[src/rtl/ctrl_pkg.sv]
// ctrl_pkg: shared constants for the multicycle RV32I control path.
//   - FSM state encodings (4-bit, also exported on dbg_state)
//   - RV32I major opcodes
//   - ALU funct codes: {jalr_mask[9], alt[8], 5'b0, funct3[2:0]}
//   - operand / immediate / writeback / PC / address select codes
//   - ctrl_t: the bundle of control outputs decoded per state
//   - branch_taken(): map funct3 + ALU zero flag to a branch decision
package ctrl_pkg;

    localparam logic [3:0] S_FETCH    = 4'd0;
    localparam logic [3:0] S_DECODE   = 4'd1;
    localparam logic [3:0] S_EXEC_R   = 4'd2;
    localparam logic [3:0] S_EXEC_I   = 4'd3;
    localparam logic [3:0] S_ALU_WB   = 4'd4;
    localparam logic [3:0] S_MEM_ADDR = 4'd5;
    localparam logic [3:0] S_MEM_RD   = 4'd6;
    localparam logic [3:0] S_MEM_WR   = 4'd7;
    localparam logic [3:0] S_MEM_WB   = 4'd8;
    localparam logic [3:0] S_BRANCH   = 4'd9;
    localparam logic [3:0] S_JAL      = 4'd10;
    localparam logic [3:0] S_JALR     = 4'd11;
    localparam logic [3:0] S_ILLEGAL  = 4'd12;

    localparam logic [6:0] OP_R      = 7'b0110011;
    localparam logic [6:0] OP_IMM    = 7'b0010011;
    localparam logic [6:0] OP_LOAD   = 7'b0000011;
    localparam logic [6:0] OP_STORE  = 7'b0100011;
    localparam logic [6:0] OP_BRANCH = 7'b1100011;
    localparam logic [6:0] OP_JAL    = 7'b1101111;
    localparam logic [6:0] OP_JALR   = 7'b1100111;
    localparam logic [6:0] OP_LUI    = 7'b0110111;
    localparam logic [6:0] OP_AUIPC  = 7'b0010111;

    localparam logic [9:0] F_ADD  = 10'h000;
    localparam logic [9:0] F_SUB  = 10'h100;
    localparam logic [9:0] F_SLL  = 10'h001;
    localparam logic [9:0] F_SLT  = 10'h002;
    localparam logic [9:0] F_SLTU = 10'h003;
    localparam logic [9:0] F_XOR  = 10'h004;
    localparam logic [9:0] F_SRL  = 10'h005;
    localparam logic [9:0] F_SRA  = 10'h105;
    localparam logic [9:0] F_OR   = 10'h006;
    localparam logic [9:0] F_AND  = 10'h007;
    localparam logic [9:0] F_ADDJ = 10'h200;

    localparam logic [1:0] SRC_A_RS1    = 2'd0;
    localparam logic [1:0] SRC_A_PC     = 2'd1;
    localparam logic [1:0] SRC_A_OLD_PC = 2'd2;
    localparam logic [1:0] SRC_A_ZERO   = 2'd3;

    localparam logic [1:0] SRC_B_RS2  = 2'd0;
    localparam logic [1:0] SRC_B_IMM  = 2'd1;
    localparam logic [1:0] SRC_B_FOUR = 2'd2;

    localparam logic [2:0] IMM_I = 3'd0;
    localparam logic [2:0] IMM_S = 3'd1;
    localparam logic [2:0] IMM_B = 3'd2;
    localparam logic [2:0] IMM_U = 3'd3;
    localparam logic [2:0] IMM_J = 3'd4;

    localparam logic [1:0] WB_ALUOUT = 2'd0;
    localparam logic [1:0] WB_MDR    = 2'd1;
    localparam logic [1:0] WB_PC     = 2'd2;

    localparam logic PC_SRC_ALU    = 1'b0;
    localparam logic PC_SRC_ALUOUT = 1'b1;

    localparam logic ADR_PC     = 1'b0;
    localparam logic ADR_ALUOUT = 1'b1;

    typedef struct packed {
        logic [9:0] alu_funct;
        logic [1:0] src_a_sel;
        logic [1:0] src_b_sel;
        logic [2:0] imm_sel;
        logic       pc_src_sel;
        logic       pc_we;
        logic       ir_we;
        logic       reg_we;
        logic [1:0] wb_sel;
        logic       mem_req;
        logic       mem_we;
        logic       adr_sel;
        logic       illegal;
    } ctrl_t;

    // BEQ/BGE/BGEU branch when the compare result is zero, BNE/BLT/BLTU when
    // it is non-zero; funct3[0]^funct3[2] selects the inverted sense.
    function automatic logic branch_taken(input logic [2:0] funct3, input logic zero);
        return zero ^ funct3[0] ^ funct3[2];
    endfunction

endpackage

[src/rtl/alu_funct_dec.sv]
// alu_funct_dec: combinational ALU function decoder.
//   opcode  in  7   instruction opcode
//   funct3  in  3   instruction funct3
//   funct7  in  7   instruction funct7 (imm[11:5] for OP-IMM)
//   funct   out 10  ALU funct code {jalr_mask, alt, 5'b0, funct3}
//   legal   out 1   encoding is supported for this opcode
module alu_funct_dec
    import ctrl_pkg::*;
(
    input  logic [6:0] opcode,
    input  logic [2:0] funct3,
    input  logic [6:0] funct7,
    output logic [9:0] funct,
    output logic       legal
);

    always_comb begin
        funct = F_ADD;
        legal = 1'b1;
        case (opcode)
            OP_R: begin
                funct = {1'b0, funct7[5], 5'b0, funct3};
                if (funct7 != 7'h00 && funct7 != 7'h20)
                    legal = 1'b0;
                else if (funct7 == 7'h20 && funct3 != 3'b000 && funct3 != 3'b101)
                    legal = 1'b0;
            end
            OP_IMM: begin
                // Only shifts carry a funct7; for the rest those bits are
                // immediate, so the alt bit is forced off and never checked.
                if (funct3 == 3'b101) begin
                    funct = {1'b0, funct7[5], 5'b0, funct3};
                    legal = (funct7 == 7'h00) || (funct7 == 7'h20);
                end else begin
                    funct = {2'b00, 5'b0, funct3};
                    if (funct3 == 3'b001)
                        legal = (funct7 == 7'h00);
                end
            end
            OP_BRANCH: begin
                case (funct3)
                    3'b000, 3'b001: funct = F_SUB;
                    3'b100, 3'b101: funct = F_SLT;
                    3'b110, 3'b111: funct = F_SLTU;
                    default:        legal = 1'b0;
                endcase
            end
            OP_JALR: funct = F_ADDJ;
            OP_LOAD, OP_STORE, OP_JAL, OP_LUI, OP_AUIPC: funct = F_ADD;
            default: legal = 1'b0;
        endcase
    end

endmodule

[src/rtl/multicycle_ctrl.sv]
// multicycle_ctrl: multi-cycle RV32I control FSM driving the datapath
// (ALU funct, operand selects, PC/IR/regfile/memory strobes).
//   clk, resetn          core clock / async active-low reset
//   instr[31:0]          IR contents (valid from DECODE onward)
//   mem_ready            memory accepts/completes the current request
//   alu_zero             ALU zero flag (branch decision only)
//   alu_funct            ALU op code
//   src_a_sel/src_b_sel  ALU operand selects
//   imm_sel              immediate format select
//   pc_src_sel, pc_we    PC source / write
//   ir_we                IR + OLD_PC write
//   reg_we, wb_sel       regfile write / writeback source
//   mem_req, mem_we, adr_sel  memory request / write / address source
//   illegal              unsupported encoding seen
//   dbg_state            current FSM state when DBG_STATE=1, else 0
// Build option: CTRL_ILLEGAL_TRAP_EN makes ILLEGAL a sticky trap state left
// only through reset; otherwise ILLEGAL is a one-cycle NOP back to FETCH.
module multicycle_ctrl
    import ctrl_pkg::*;
#(
    parameter int FUNCT_W   = 10,
    parameter int DBG_STATE = 0
) (
    input  logic               clk,
    input  logic               resetn,
    input  logic [31:0]        instr,
    input  logic               mem_ready,
    input  logic               alu_zero,
    output logic [FUNCT_W-1:0] alu_funct,
    output logic [1:0]         src_a_sel,
    output logic [1:0]         src_b_sel,
    output logic [2:0]         imm_sel,
    output logic               pc_src_sel,
    output logic               pc_we,
    output logic               ir_we,
    output logic               reg_we,
    output logic [1:0]         wb_sel,
    output logic               mem_req,
    output logic               mem_we,
    output logic               adr_sel,
    output logic               illegal,
    output logic [3:0]         dbg_state
);

    logic [3:0] state, state_nxt;
    ctrl_t      ctl;
    logic [9:0] dec_funct;
    logic       dec_legal;

    logic [6:0] opcode;
    logic [2:0] funct3;
    logic [6:0] funct7;
    logic       unused_instr;

    assign opcode = instr[6:0];
    assign funct3 = instr[14:12];
    assign funct7 = instr[31:25];
    // Register / immediate fields belong to the datapath.
    assign unused_instr = ^{instr[24:15], instr[11:7]};

    alu_funct_dec u_dec (
        .opcode (opcode),
        .funct3 (funct3),
        .funct7 (funct7),
        .funct  (dec_funct),
        .legal  (dec_legal)
    );

    always_ff @(posedge clk or negedge resetn) begin
        if (!resetn) state <= S_FETCH;
        else         state <= state_nxt;
    end

    always_comb begin
        ctl       = '0;
        state_nxt = state;
        case (state)
            S_FETCH: begin
                // ALU forms PC+4 while the instruction is fetched; PC and IR
                // latch together on the completing cycle.
                ctl.mem_req   = 1'b1;
                ctl.adr_sel   = ADR_PC;
                ctl.src_a_sel = SRC_A_PC;
                ctl.src_b_sel = SRC_B_FOUR;
                ctl.alu_funct = F_ADD;
                if (mem_ready) begin
                    ctl.ir_we      = 1'b1;
                    ctl.pc_we      = 1'b1;
                    ctl.pc_src_sel = PC_SRC_ALU;
                    state_nxt      = S_DECODE;
                end
            end
            S_DECODE: begin
                // Speculative OLD_PC+imm lands in ALUOut as the branch/JAL target.
                ctl.src_a_sel = SRC_A_OLD_PC;
                ctl.src_b_sel = SRC_B_IMM;
                ctl.imm_sel   = (opcode == OP_JAL) ? IMM_J : IMM_B;
                ctl.alu_funct = F_ADD;
                case (opcode)
                    OP_R:              state_nxt = S_EXEC_R;
                    OP_IMM:            state_nxt = S_EXEC_I;
                    OP_LOAD, OP_STORE: state_nxt = S_MEM_ADDR;
                    OP_BRANCH:         state_nxt = S_BRANCH;
                    OP_JAL:            state_nxt = S_JAL;
                    OP_JALR:           state_nxt = S_JALR;
                    OP_LUI: begin
                        ctl.src_a_sel = SRC_A_ZERO;
                        ctl.imm_sel   = IMM_U;
                        state_nxt     = S_ALU_WB;
                    end
                    OP_AUIPC: begin
                        ctl.imm_sel = IMM_U;
                        state_nxt   = S_ALU_WB;
                    end
                    default:           state_nxt = S_ILLEGAL;
                endcase
            end
            S_EXEC_R: begin
                ctl.src_a_sel = SRC_A_RS1;
                ctl.src_b_sel = SRC_B_RS2;
                ctl.alu_funct = dec_funct;
                state_nxt     = dec_legal ? S_ALU_WB : S_ILLEGAL;
            end
            S_EXEC_I: begin
                ctl.src_a_sel = SRC_A_RS1;
                ctl.src_b_sel = SRC_B_IMM;
                ctl.imm_sel   = IMM_I;
                ctl.alu_funct = dec_funct;
                state_nxt     = dec_legal ? S_ALU_WB : S_ILLEGAL;
            end
            S_ALU_WB: begin
                ctl.reg_we = 1'b1;
                ctl.wb_sel = WB_ALUOUT;
                state_nxt  = S_FETCH;
            end
            S_MEM_ADDR: begin
                ctl.src_a_sel = SRC_A_RS1;
                ctl.src_b_sel = SRC_B_IMM;
                ctl.imm_sel   = (opcode == OP_STORE) ? IMM_S : IMM_I;
                ctl.alu_funct = F_ADD;
                state_nxt     = (opcode == OP_STORE) ? S_MEM_WR : S_MEM_RD;
            end
            S_MEM_RD: begin
                ctl.mem_req = 1'b1;
                ctl.adr_sel = ADR_ALUOUT;
                if (mem_ready) state_nxt = S_MEM_WB;
            end
            S_MEM_WR: begin
                ctl.mem_req = 1'b1;
                ctl.mem_we  = 1'b1;
                ctl.adr_sel = ADR_ALUOUT;
                if (mem_ready) state_nxt = S_FETCH;
            end
            S_MEM_WB: begin
                ctl.reg_we = 1'b1;
                ctl.wb_sel = WB_MDR;
                state_nxt  = S_FETCH;
            end
            S_BRANCH: begin
                // Target already sits in ALUOut; the ALU only compares here.
                ctl.src_a_sel  = SRC_A_RS1;
                ctl.src_b_sel  = SRC_B_RS2;
                ctl.alu_funct  = dec_funct;
                ctl.pc_src_sel = PC_SRC_ALUOUT;
                if (dec_legal) begin
                    ctl.pc_we = branch_taken(funct3, alu_zero);
                    state_nxt = S_FETCH;
                end else begin
                    state_nxt = S_ILLEGAL;
                end
            end
            S_JAL: begin
                // Link value is the already-incremented PC.
                ctl.pc_we      = 1'b1;
                ctl.pc_src_sel = PC_SRC_ALUOUT;
                ctl.reg_we     = 1'b1;
                ctl.wb_sel     = WB_PC;
                state_nxt      = S_FETCH;
            end
            S_JALR: begin
                // ADDJ clears bit 0 of rs1+imm; the sum goes straight to PC.
                ctl.src_a_sel  = SRC_A_RS1;
                ctl.src_b_sel  = SRC_B_IMM;
                ctl.imm_sel    = IMM_I;
                ctl.alu_funct  = F_ADDJ;
                ctl.pc_we      = 1'b1;
                ctl.pc_src_sel = PC_SRC_ALU;
                ctl.reg_we     = 1'b1;
                ctl.wb_sel     = WB_PC;
                state_nxt      = S_FETCH;
            end
            S_ILLEGAL: begin
                ctl.illegal = 1'b1;
`ifdef CTRL_ILLEGAL_TRAP_EN
                state_nxt = S_ILLEGAL;
`else
                state_nxt = S_FETCH;
`endif
            end
            default: state_nxt = S_FETCH;
        endcase
    end

    // Outputs are forced low combinationally while reset is asserted so an
    // in-flight memory request drops immediately, not at the next edge.
    assign alu_funct  = resetn ? FUNCT_W'(ctl.alu_funct) : '0;
    assign src_a_sel  = resetn ? ctl.src_a_sel  : 2'd0;
    assign src_b_sel  = resetn ? ctl.src_b_sel  : 2'd0;
    assign imm_sel    = resetn ? ctl.imm_sel    : 3'd0;
    assign pc_src_sel = resetn & ctl.pc_src_sel;
    assign pc_we      = resetn & ctl.pc_we;
    assign ir_we      = resetn & ctl.ir_we;
    assign reg_we     = resetn & ctl.reg_we;
    assign wb_sel     = resetn ? ctl.wb_sel     : 2'd0;
    assign mem_req    = resetn & ctl.mem_req;
    assign mem_we     = resetn & ctl.mem_we;
    assign adr_sel    = resetn & ctl.adr_sel;
    assign illegal    = resetn & ctl.illegal;

    generate
        if (DBG_STATE != 0) begin : g_dbg
            assign dbg_state = state;
        end else begin : g_nodbg
            assign dbg_state = 4'd0;
        end
    endgenerate

endmodule
[config.mk]
export PLATFORM = sky130hd
export DESIGN_NAME = multicycle_ctrl
export DESIGN_NICKNAME = d
export VERILOG_FILES = /design/src/rtl/ctrl_pkg.sv /design/src/rtl/alu_funct_dec.sv /design/src/rtl/multicycle_ctrl.sv
export SDC_FILE = /design/constraint.sdc
export NUM_CORES = 1
export LEC_CHECK = 0
export BUFFER_PORTS_ARGS = -buffer_cell sky130_fd_sc_hd__buf_2
export CORE_AREA = 2 2 51 53
export CTS_CLUSTER_SIZE = 12
export DETAILED_ROUTE_END_ITERATION = 12
export DIE_AREA = 0 0 53 55
export MAX_ROUTING_LAYER = met4
export PLACE_DENSITY = 0.77
export SLEW_MARGIN = 15
export SYNTH_ARGS = -nofsm -noshare
export SYNTH_HDL_FRONTEND = slang
export SYNTH_SLANG_ARGS = --single-unit
[constraint.sdc]
create_clock -name clk -period 2.2 [get_ports clk]
set_clock_uncertainty 0.05 [all_clocks]
set_input_delay 0.33 -clock clk [delete_from_list [all_inputs] [get_ports clk]]
set_output_delay 0.33 -clock clk [all_outputs]
set_load 0.02 [all_outputs]
======== Word-level counts from Yosys, hierarchy flattened ========
Index checks and enable logic that the tools add are counted.
cells by class
  reductions and logical operators ........ 22
  mux-type cells .......................... 37
  equality and inequality tests ........... 32
  bitwise logic cells ..................... 10
operator list
  kind                count
  $pmux 14 s6         1
  $pmux 4 s7          2
  $pmux 10 s4         1
  $eq 7x6->1 const B  4
  $pmux 9 s3          1
  $eq 7x7->1 const B  3
  $eq 4x4->1 const B  5
  $mux 4              5
  $reduce_or 2->1     9
  $eq 4x3->1 const B  4
  $eq 7x5->1 const B  2
  $mux 1              14
  $eq 3x3->1 const B  4
  $reduce_or 6->1     2
  $mux 10             1
  $mux 3              3
  $mux 9              1
  $pmux 3 s3          1
  $and 1x1->1         8
  $eq 4x2->1 const B  2
  $mux 2              4
  $pmux 2 s4          1
  $eq 7x2->1 const B  1
  $logic_not 7->1     1
  other kinds (16)    21
storage, ports and cells
  bits in registers ....................... 4

======== Longest topological paths before layout ========
Gate-level depths: netlist of run 1.
  depth after elaboration ................. 9
  mapped depth ............................ 6
  mapped depth without buffers ............ 5

======== Modules after synthesis ========
From an unflattened synthesis of run 1, not the netlist that was laid out.
unflattened totals
  cells, all modules ...................... 147
  area total of the unflattened synthesis .. 993.5 um2
by module, submodules not included
  module           area an instance (um2)  cells an instance  seq. area each (um2)  instances
  multicycle_ctrl  777.0                   112                100.1                 1
  alu_funct_dec    216.5                   35                 0.0                   1

======== Least setup slack after synthesis of run 1 ========
Ideal clock, no wire load.
  kind .................................... register to output
  start ................................... register state[1]
  end ..................................... output port src_a_sel[0]
  stages on the path, launching flop included .. 7
  data required time ...................... 1.820 ns
  slack ................................... 0.057 ns
  data arrival time ....................... 1.763 ns
  cell sequence ........................... dfrtp_1 -> nand2b_1 -> clkbuf_8 -> nor3_2 -> and2_1 -> nand4_1 -> o21ai_0
between the ends
  cells in the longest elaborated chain, start to end .. 4
  elaborated cells on any way between the ends .. 10
  those cells by class .................... eq/ne (6); mux (2); reduce/logical (2)
RTL lines
  what                                             RTL line                source
  start, declared                                  multicycle_ctrl.sv:45   logic [3:0] state, state_nxt;
  start signal, assigned                           multicycle_ctrl.sv:71   else state <= state_nxt;
  $eq 4x4->1 / $eq 4x2->1 (equally long branches)  multicycle_ctrl.sv:77   case (state)
  $reduce_or 2->1 (no source line)                 n/a
  $pmux 14 s6 (*)                                  multicycle_ctrl.sv:77
  $mux 2 (*)                                       multicycle_ctrl.sv:207  assign src_a_sel = resetn ? ctl.src_a_sel : 2'd0;
  end, declared                                    multicycle_ctrl.sv:30   output logic [1:0] src_a_sel,
Every way passes the cells marked *; elsewhere a longest branch is shown, timed or not.

======== Worst setup path after layout of run 1 ========
  start ................................... register state[3]
  end ..................................... output port mem_req
between the ends
  cells in the longest elaborated chain, start to end .. 4
  elaborated cells on any way between the ends .. 6
  those cells by class .................... eq/ne (2); mux (1); bitwise (1); reduce/logical (2)
RTL lines
  what                                                  RTL line                source
  $eq 4x3->1 / $logic_not 4->1 (equally long branches)  multicycle_ctrl.sv:77
  $reduce_or 3->1 (no source line) (*)                  n/a
  $mux 1 (*)                                            multicycle_ctrl.sv:77
  $and 1x1->1 (*)                                       multicycle_ctrl.sv:215  assign mem_req = resetn & ctl.mem_req;
  end, declared                                         multicycle_ctrl.sv:38   output logic mem_req,
Marks and branches as above.

==> flow_summary.ini, run 1 <==
[place]
port_buffers = 42
hpwl_um = 1950
gp_congestion = 0.865

[outcome]
run_status = finished clean

[job]
max-cap-violations = 0

[detailed_routing]
ant_nets = 0
wl_per_cell_um = 12.3
wirelength_um = 2460
drt_iter0_markers = 30
vias = 1092
first_pass_iters = 4
drcViolationCount = 0
via_per_inst = 5.46

[die]
dieWidth_um = 53
fp.dieH_um = 55
ioPinCount = 67
coreArea_um2 = 2360
rows = 18
floorplan.initialDensity_pct = 38.7
dieArea_um2 = 2920

[power_and_ir_drop]
p_leak_uw = 0.000594
ir_drop_mv = 0.302
p_per_area_nw_per_um2 = 677

[critical_path]
regToRegSetupSlack_ns = 0.74
slowest_delay_ns = 0.51
cp_data_required_time_ns = 1.82
path_cells = buf_4 -> nor2_1 -> and3_1 -> or2_2 -> buf_2
slowest_stage = dfrtp_1
worstSetupStartpointType = register
critPathCaptureType = primary output
cp_max_fo = 12
path_class = register to primary output
worstPathArrival_ns = 1.71

[clock_network]
cts_root_buf = clkbuf_4
cts_sinks = 4
clock_latency_ns = 0.25
clk_path_buf_depth = 2
clk_pin_slew_ns = 0.03
numCtsBuffers = 3
cts_setup_buffers = 0
cts_tree = done
h-tree-depth = 1

[final_layout]
utilization_pct = 48.6
regMostFlops = state
largest_reg_flops = 4
seq_area_um2 = 100
area_growth_pct = 25.6
nets = 208
drive_gt1_share_pct = 35.3
multi_input_area_um2 = 704
num_antenna_cells = 0
largestRegisters = state: 4 flops
num-fill-cells = 268

[yosys]
synth_ff_type = dfrtp_1
ys_ff_latch = 4
syn_area_um2 = 915
synth_warnings = 0
syn_inst = 129
seq_area_frac_synth_pct = 10.9
synth_cell_types = 53
avgSynthCellArea_um2 = 7.09
synthArstFlopShare_pct = 100
synth_edf_count = 0

[timing]
setup_viol = 0
fin_setup_tns_ns = 0
fin_crit_sh_pct = 95.0
layout_min_cycle_time_ns = 2.09
clock.fmax_mhz = 479
slew_violations = 0
grt_setup_unrepaired = no
hold_viol = 0

[min_path]
hold_path.class = input pin to register

[grt]
grt_overflow = 0
antenna_found_initial = 0
grt_pass1_vias = 919
grt_max_degree = 14
grt_pass1_wl_um = 3930
track_usage_pct = 18.5
==> placed cells by master (no fill, tap or decap), types with 4 or more instances in the layout <==
cell type and count:
buf_2 42, nor2_1 12, nand2_1 10, conb_1 9, inv_1 7, nand3_1 6, a21oi_1 6, and3_1 5
buf_4 5, and2_1 4, dfrtp_1 4
==> area by class of cell <==
cell class              count  area share, %
multi-input cells         108           61.3
well taps                  30           3.27
inverters                   7           2.29
flip-flops and latches      4           8.71
clock buffers               3           1.96
repair buffers             48           22.4
==> synthesized netlist by cell type (2+ instances only) <==
cell,instances,area (um^2)
a21oi_1,6,30.0
a32oi_1,2,17.5
and2_1,4,25.0
and3_1,5,31.3
and4_1,2,17.5
buf_2,3,15.0
buf_4,10,75.1
clkbuf_1,3,11.3
dfrtp_1,4,100
inv_1,7,26.3
nand2_1,10,37.5
nand2b_1,3,18.8
nand3_1,6,30.0
nand3b_1,3,22.5
nor2_1,12,45.0
nor2b_1,2,12.5
nor3_1,3,15.0
nor4_1,2,12.5
o2111ai_1,2,17.5
o211ai_1,2,15.0
o21ai_0,4,20.0
o32ai_1,2,17.5
xor2_1,2,17.5
==> final timing paths <==
kind | start | cells past startpoint | endpoint
max in group asynchronous | resetn | 2 | state[3]$_DFFE_PN0P_
worst min register to register | state[0]$_DFFE_PN0P_ | 2 | state[0]$_DFFE_PN0P_
min in group asynchronous | resetn | 2 | state[2]$_DFFE_PN0P_
worst max register to register | state[2]$_DFFE_PN0P_ | 5 | state[0]$_DFFE_PN0P_
worst max-delay path | state[3]$_DFFE_PN0P_ | 5 | mem_req
worst min-delay path | mem_ready | 3 | state[1]$_DFFE_PN0P_
==> layer usage <==
layer | vias up | track usage [%] | part of all wire, %
met4 | 0 | 5.13 | 1.1
met3 | 3 | 1.61 | 8.8
met5 | - | - | 0
met2 | 49 | 31.3 | 47
met1 | 501 | 23.9 | 43
li1 | 539 | - | -
==> per-stage QoR <==
step	power, uW	std cells	hold slack, ns	instance area, um^2	setup slack (ns)
5_1_grt	841	200	0.424	1150	0.0139
6_report	778	200	0.399	1150	0.111
2_1_floorplan	525	137	-0.0156	945	0.0568
3_5_place_dp	658	196	0.155	1100	0.139
4_1_cts	757	200	0.399	1140	0.115
3_3_place_gp	651	196	0.154	1100	0.126
==> worst max-delay path: cells and delay by family, from the launching register on <==
kind / cells / cell delay, ns
flops: 1 / 0.51
simple gates: 3 / 0.55
buf+inv: 2 / 0.40
==> logic make-up after synthesis <==
kind of cell / count (synthesis) / synth area share (%)
other: 1 / 0.410
AO/OA/AOI/OAI: 29 / 22.3
flip-flops: 4 / 10.9
AND/OR/NAND/NOR: 65 / 44.5
multiplexers: 2 / 2.33
buffers and inverters: 25 / 16.7
XOR/XNOR: 3 / 2.87
==> what timing repair did <==
action | CTS | global route
hold buffers | 1 | 0
setup endpoints to repair | 0 | 4
resized for setup | 0 | 3
hold endpoints to repair | 4 | 0
==> power by group <==
part	switching (uW)	total [uW]	leakage, uW	internal [uW]
Combinational	321	537	0.000527	215
Clock	34.3	95.6	0.0000138	61.3
Sequential	48.2	145	0.0000530	97.2
Total	404	778	0.000594	374
No activity file was read; power rests on OpenSTA's default activity.
==> run 2, diff against run 1 <==
--- a/config.mk
+++ b/config.mk
@@ -6,12 +6,12 @@
 export NUM_CORES = 1
 export LEC_CHECK = 0
 export BUFFER_PORTS_ARGS = -buffer_cell sky130_fd_sc_hd__buf_2
-export CORE_AREA = 2 2 51 53
+export CORE_AREA = 2 2 43 61
 export CTS_CLUSTER_SIZE = 12
 export DETAILED_ROUTE_END_ITERATION = 12
-export DIE_AREA = 0 0 53 55
+export DIE_AREA = 0 0 45 63
 export MAX_ROUTING_LAYER = met4
-export PLACE_DENSITY = 0.77
+export PLACE_DENSITY = 0.79
 export SLEW_MARGIN = 15
 export SYNTH_ARGS = -nofsm -noshare
 export SYNTH_HDL_FRONTEND = slang
==> flow_summary.ini, run 2 (synthesis gave the netlist of run 1 again) <==
[place]
hpwl_um = 1910
place_area_um2 = 1090
gp_congestion = 0.830
dp_worst_setup_slack_ns = 0.140
port_buffers = 42

[critical_path]
worst_r2r_path_depth = 5
r2r_start = state[1]$_DFFE_PN0P_
path_cells = nand2b_4 -> buf_4 -> nor4_1 -> nand2_1 -> nand2_1 -> buf_2
crit_top_cell = nand2_1
path_class = register to primary output
worstPathArrival_ns = 1.69
cp_data_required_time_ns = 1.82
rr_endpoint = state[0]$_DFFE_PN0P_
slowest_delay_ns = 0.39
cp_max_fo = 6
slowest_stage = dfrtp_1
regToRegSetupSlack_ns = 0.74
critPathCaptureType = primary output
crit_path_start = state[1]$_DFFE_PN0P_
worstSetupStartpointType = register

[clock_network]
clk_path_buf_depth = 2
cts_root_buf = clkbuf_4
clock_latency_ns = 0.25
h-tree-depth = 1
cts_sinks = 4
numCtsBuffers = 3
cts_tree = done
clk_pin_slew_ns = 0.04
cts_setup_buffers = 0

[timing]
setup_viol = 0
setup_slack_ns = 0.129
fin_crit_sh_pct = 94.1
hold-worst-slack_ns = 0.381
hold_viol = 0
fin_setup_tns_ns = 0
layout_min_cycle_time_ns = 2.07
clock.fmax_mhz = 483
slew_violations = 0

[job]
max-cap-violations = 0

[grt]
use_met3_pct = 1.73
grt_pass1_vias = 944
grt_use_met1_pct = 18.3
use_met2_pct = 31.8
busiest_layer = met2
grt_pass1_wl_um = 3840
grt_overflow = 0
track_usage_pct = 17.6
grt_max_degree = 17
antenna_found_initial = 0

[final_layout]
num_antenna_cells = 0
layout_common_cells = 42 x buf_2, 12 x nor2_1, 10 x nand2_1
largestRegisters = state: 4 flops
design_area_um2 = 1150
largest_reg_flops = 4
drive_gt1_share_pct = 37.1
area_growth_pct = 26.1
final_common_cell = buf_2
regMostFlops = state
nets = 208

[detailed_routing]
drt_iter0_markers = 30
vias = 1078
wl_per_cell_um = 12.5
wirelength_um = 2410
drcViolationCount = 0
ant_nets = 0
first_pass_iters = 4
via_per_inst = 5.59

[die]
fp.dieH_um = 63
floorplan.initialDensity_pct = 39.6
rows = 21
dieArea_um2 = 2840
dieWidth_um = 45
coreArea_um2 = 2310
ioPinCount = 67

[power_and_ir_drop]
ir_drop_mv = 0.210
p_leak_uw = 0.000594
p_per_area_nw_per_um2 = 683

[min_path]
hold-path-cell-count = 3
hold_path.class = input pin to register
hold_path_end = state[1]$_DFFE_PN0P_
hold_start = mem_ready

[outcome]
run_status = finished clean
==> run 2: cell counts in the layout (fill, tap and decap cells not counted) <==
Identical to the previous run, type by type.
==> run 2: worst max-delay path by stage <==
stage                     slack [ns]            to  depth (start not counted)
after floorplan                 0.06  src_a_sel[0]                          6
after detailed placement        0.14         pc_we                          7
final                           0.13    imm_sel[0]                          6
after global placement          0.13         pc_we                          7
after global routing          -0.004  alu_funct[0]                          7
after CTS                       0.05  src_a_sel[0]                          5
==> run 2: stage by stage <==
| step | power [uW] | instances | util, % |
|---|---|---|---|
| floorplan | 525 | 137 | - |
| global placement | 640 | 189 | 47.3 |
| detailed placement | 648 | 189 | 47.3 |
| CTS | 750 | 193 | 48.8 |
| global route | 848 | 193 | 49.9 |
| finish | 788 | 193 | 49.9 |
==> run 2: metal layers <==
| metal | up-vias | share of wire (%) |
|---|---|---|
| met5 | - | 0 |
| met4 | 0 | 1.0 |
| met3 | 4 | 5.3 |
| met2 | 35 | 55 |
| met1 | 502 | 39 |
| li1 | 537 | - |
==> run 2: repair_timing <==
item,CTS,global route
setup endpoints to repair,0,7
hold buffers,1,0
hold endpoints to repair,4,0
gates resized for setup,0,8
==> run 2: critical path, delay by kind of cell, from the launching register on <==
family / cells / cell delay (ns)
flops: 1 / 0.39
buf+inv: 2 / 0.31
simple gates: 4 / 0.73
==> run 2: final cells by class <==
class	instances	area [um^2]
Sequential cell	4	103
Tap cell	23	28.8
Timing Repair Buffer	48	262
Fill cell	249	1160
Clock buffer	3	22.5
Multi-Input combinational cell	108	712
Inverter	7	26.3
==> run 2: where the power goes <==
group,switching (uW),total (uW),internal [uW]
logic,300,516,216
registers,70.2,170,99.5
clock network,40.1,102,61.7
==> run 3, diff against run 2 <==
--- a/config.mk
+++ b/config.mk
@@ -12,6 +12,7 @@
 export DIE_AREA = 0 0 45 63
 export MAX_ROUTING_LAYER = met4
 export PLACE_DENSITY = 0.79
+export SETUP_SLACK_MARGIN = 0.5
 export SLEW_MARGIN = 15
 export SYNTH_ARGS = -nofsm -noshare
 export SYNTH_HDL_FRONTEND = slang
==> flow_summary.ini, run 3 (synthesis gave the netlist of run 1 again) <==
[outcome]
run_status = finished clean

[critical_path]
worstPathArrival_ns = 1.64
cp_data_required_time_ns = 1.82
critPathCaptureType = primary output
slowest_delay_ns = 0.39
cp_max_fo = 5
worstSetupStartpointType = register
path_cells = nand2b_4 -> nor3_4 -> and2_4 -> nand4_1 -> o21ai_2 -> buf_4
path_class = register to primary output
slowest_stage = dfrtp_1

[die]
fp.dieH_um = 63
coreArea_um2 = 2310
dieArea_um2 = 2840
floorplan.initialDensity_pct = 39.6
dieWidth_um = 45
ioPinCount = 67
rows = 21

[job]
max-cap-violations = 0

[timing]
hold_viol = 0
setup_viol = 0
fin_crit_sh_pct = 91.6
grt_setup_unrepaired = yes
clock.fmax_mhz = 496
setup_slack_ns = 0.184
layout_min_cycle_time_ns = 2.02
slew_violations = 0
fin_setup_tns_ns = 0

[detailed_routing]
drt_iter0_markers = 41
wirelength_um = 3440
via_per_inst = 5.75
first_pass_iters = 4
vias = 1231
wl_per_cell_um = 16.1
ant_nets = 0
drcViolationCount = 0

[grt]
grt_overflow = 0
grt_pass1_wl_um = 5440
grt_max_degree = 12
track_usage_pct = 25.2
grt_pass1_vias = 1221
antenna_found_initial = 0

[final_layout]
layoutNonFillerInstCount = 214
layout_common_cells = 25 x buf_4, 22 x buf_6, 20 x buf_2
area_growth_pct = 82.2
nets = 229
final_common_cell = buf_4
num_antenna_cells = 0
multi_input_area_um2 = 915
largest_reg_flops = 4
drive_gt1_share_pct = 62.8
seq_area_um2 = 104
regMostFlops = state
num-fill-cells = 163
largestRegisters = state: 4 flops

[clock_network]
cts_tree = done
h-tree-depth = 1
cts_root_buf = clkbuf_4
cts_sinks = 4
clk_pin_slew_ns = 0.05
clk_path_buf_depth = 2
clock_latency_ns = 0.26
numCtsBuffers = 3

[min_path]
hold_path.class = input pin to register

[place]
port_buffers = 42
placed_cells = 189
gp_congestion = 0.833
hpwl_um = 2030
dp_worst_setup_slack_ns = 0.126

[power_and_ir_drop]
p_leak_uw = 0.000771
p_per_area_nw_per_um2 = 747
ir_drop_mv = 0.344
## run 3: cell types whose count changed in the layout (fill, tap and decap cells not counted), moves of 5 or more
cell and change:
buf_2 -22, nor2_1 -7, nand2_1 -5, buf_6 +21
buf_4 +21
## run 3: area by class of cell
cell class | instances | area share [%]
timing repair buffer | 69 | 33.9
sequential | 4 | 6.23
multi-input combinational | 108 | 54.9
tap | 23 | 1.73
inverter | 7 | 1.88
clock buffer | 3 | 1.35
## run 3: timing repair
item | 4_1_cts | 5_1_grt
hold buffers | 1 | 0
endpoints found under the setup margin | 22 | 22
hold endpoints to repair | 4 | 0
pin swaps | 10 | 9
setup buffers | 18 | 3
gates resized for setup | 66 | 30
## run 3: per-layer routing
layer  global-route usage (%)  vias to the layer above  share of wire (%)
li1                         -                      578                  -
met1                     26.5                      577                 34
met2                     44.1                       63                 56
met3                     2.02                       13                6.4
met4                     13.2                        0                3.7
met5                        -                        -                  0
## run 3: through the flow
step | hold slack, ns | power (uW) | util [%] | instance area (um^2)
after CTS | 0.370 | 1110 | 65.5 | 1510
after global placement | 0.146 | 648 | 48.6 | 1120
after floorplan | -0.0156 | 538 | - | 973
after global routing | 0.416 | 1300 | 72.1 | 1670
final | 0.382 | 1240 | 72.1 | 1670
after detailed placement | 0.153 | 665 | 48.6 | 1120
## run 3: worst max-delay path, delay by kind of cell (launching register included)
kind            cells  cell delay, ns
simple gates        4            0.68
compound gates      1            0.15
buf+inv             1            0.15
flops               1            0.39
## run 3: worst paths after layout
check | startpoint | to | slack [ns] | depth (start not counted)
max | state[1]$_DFFE_PN0P_ | src_a_sel[0] | 0.18 | 6
min | mem_ready | state[1]$_DFFE_PN0P_ | 0.38 | 3
max reg2reg | state[2]$_DFFE_PN0P_ | state[2]$_DFFE_PN0P_ | 0.56 | 6
min reg2reg | state[3]$_DFFE_PN0P_ | state[1]$_DFFE_PN0P_ | 0.67 | 2
max in group asynchronous | resetn | state[2]$_DFFE_PN0P_ | 1.27 | 2
min in group asynchronous | resetn | state[1]$_DFFE_PN0P_ | 0.61 | 2
## run 3: power breakdown
| part | internal [uW] | switching [uW] |
|---|---|---|
| clock | 62.0 | 44.3 |
| combinational | 495 | 472 |
| sequential | 101 | 69.4 |
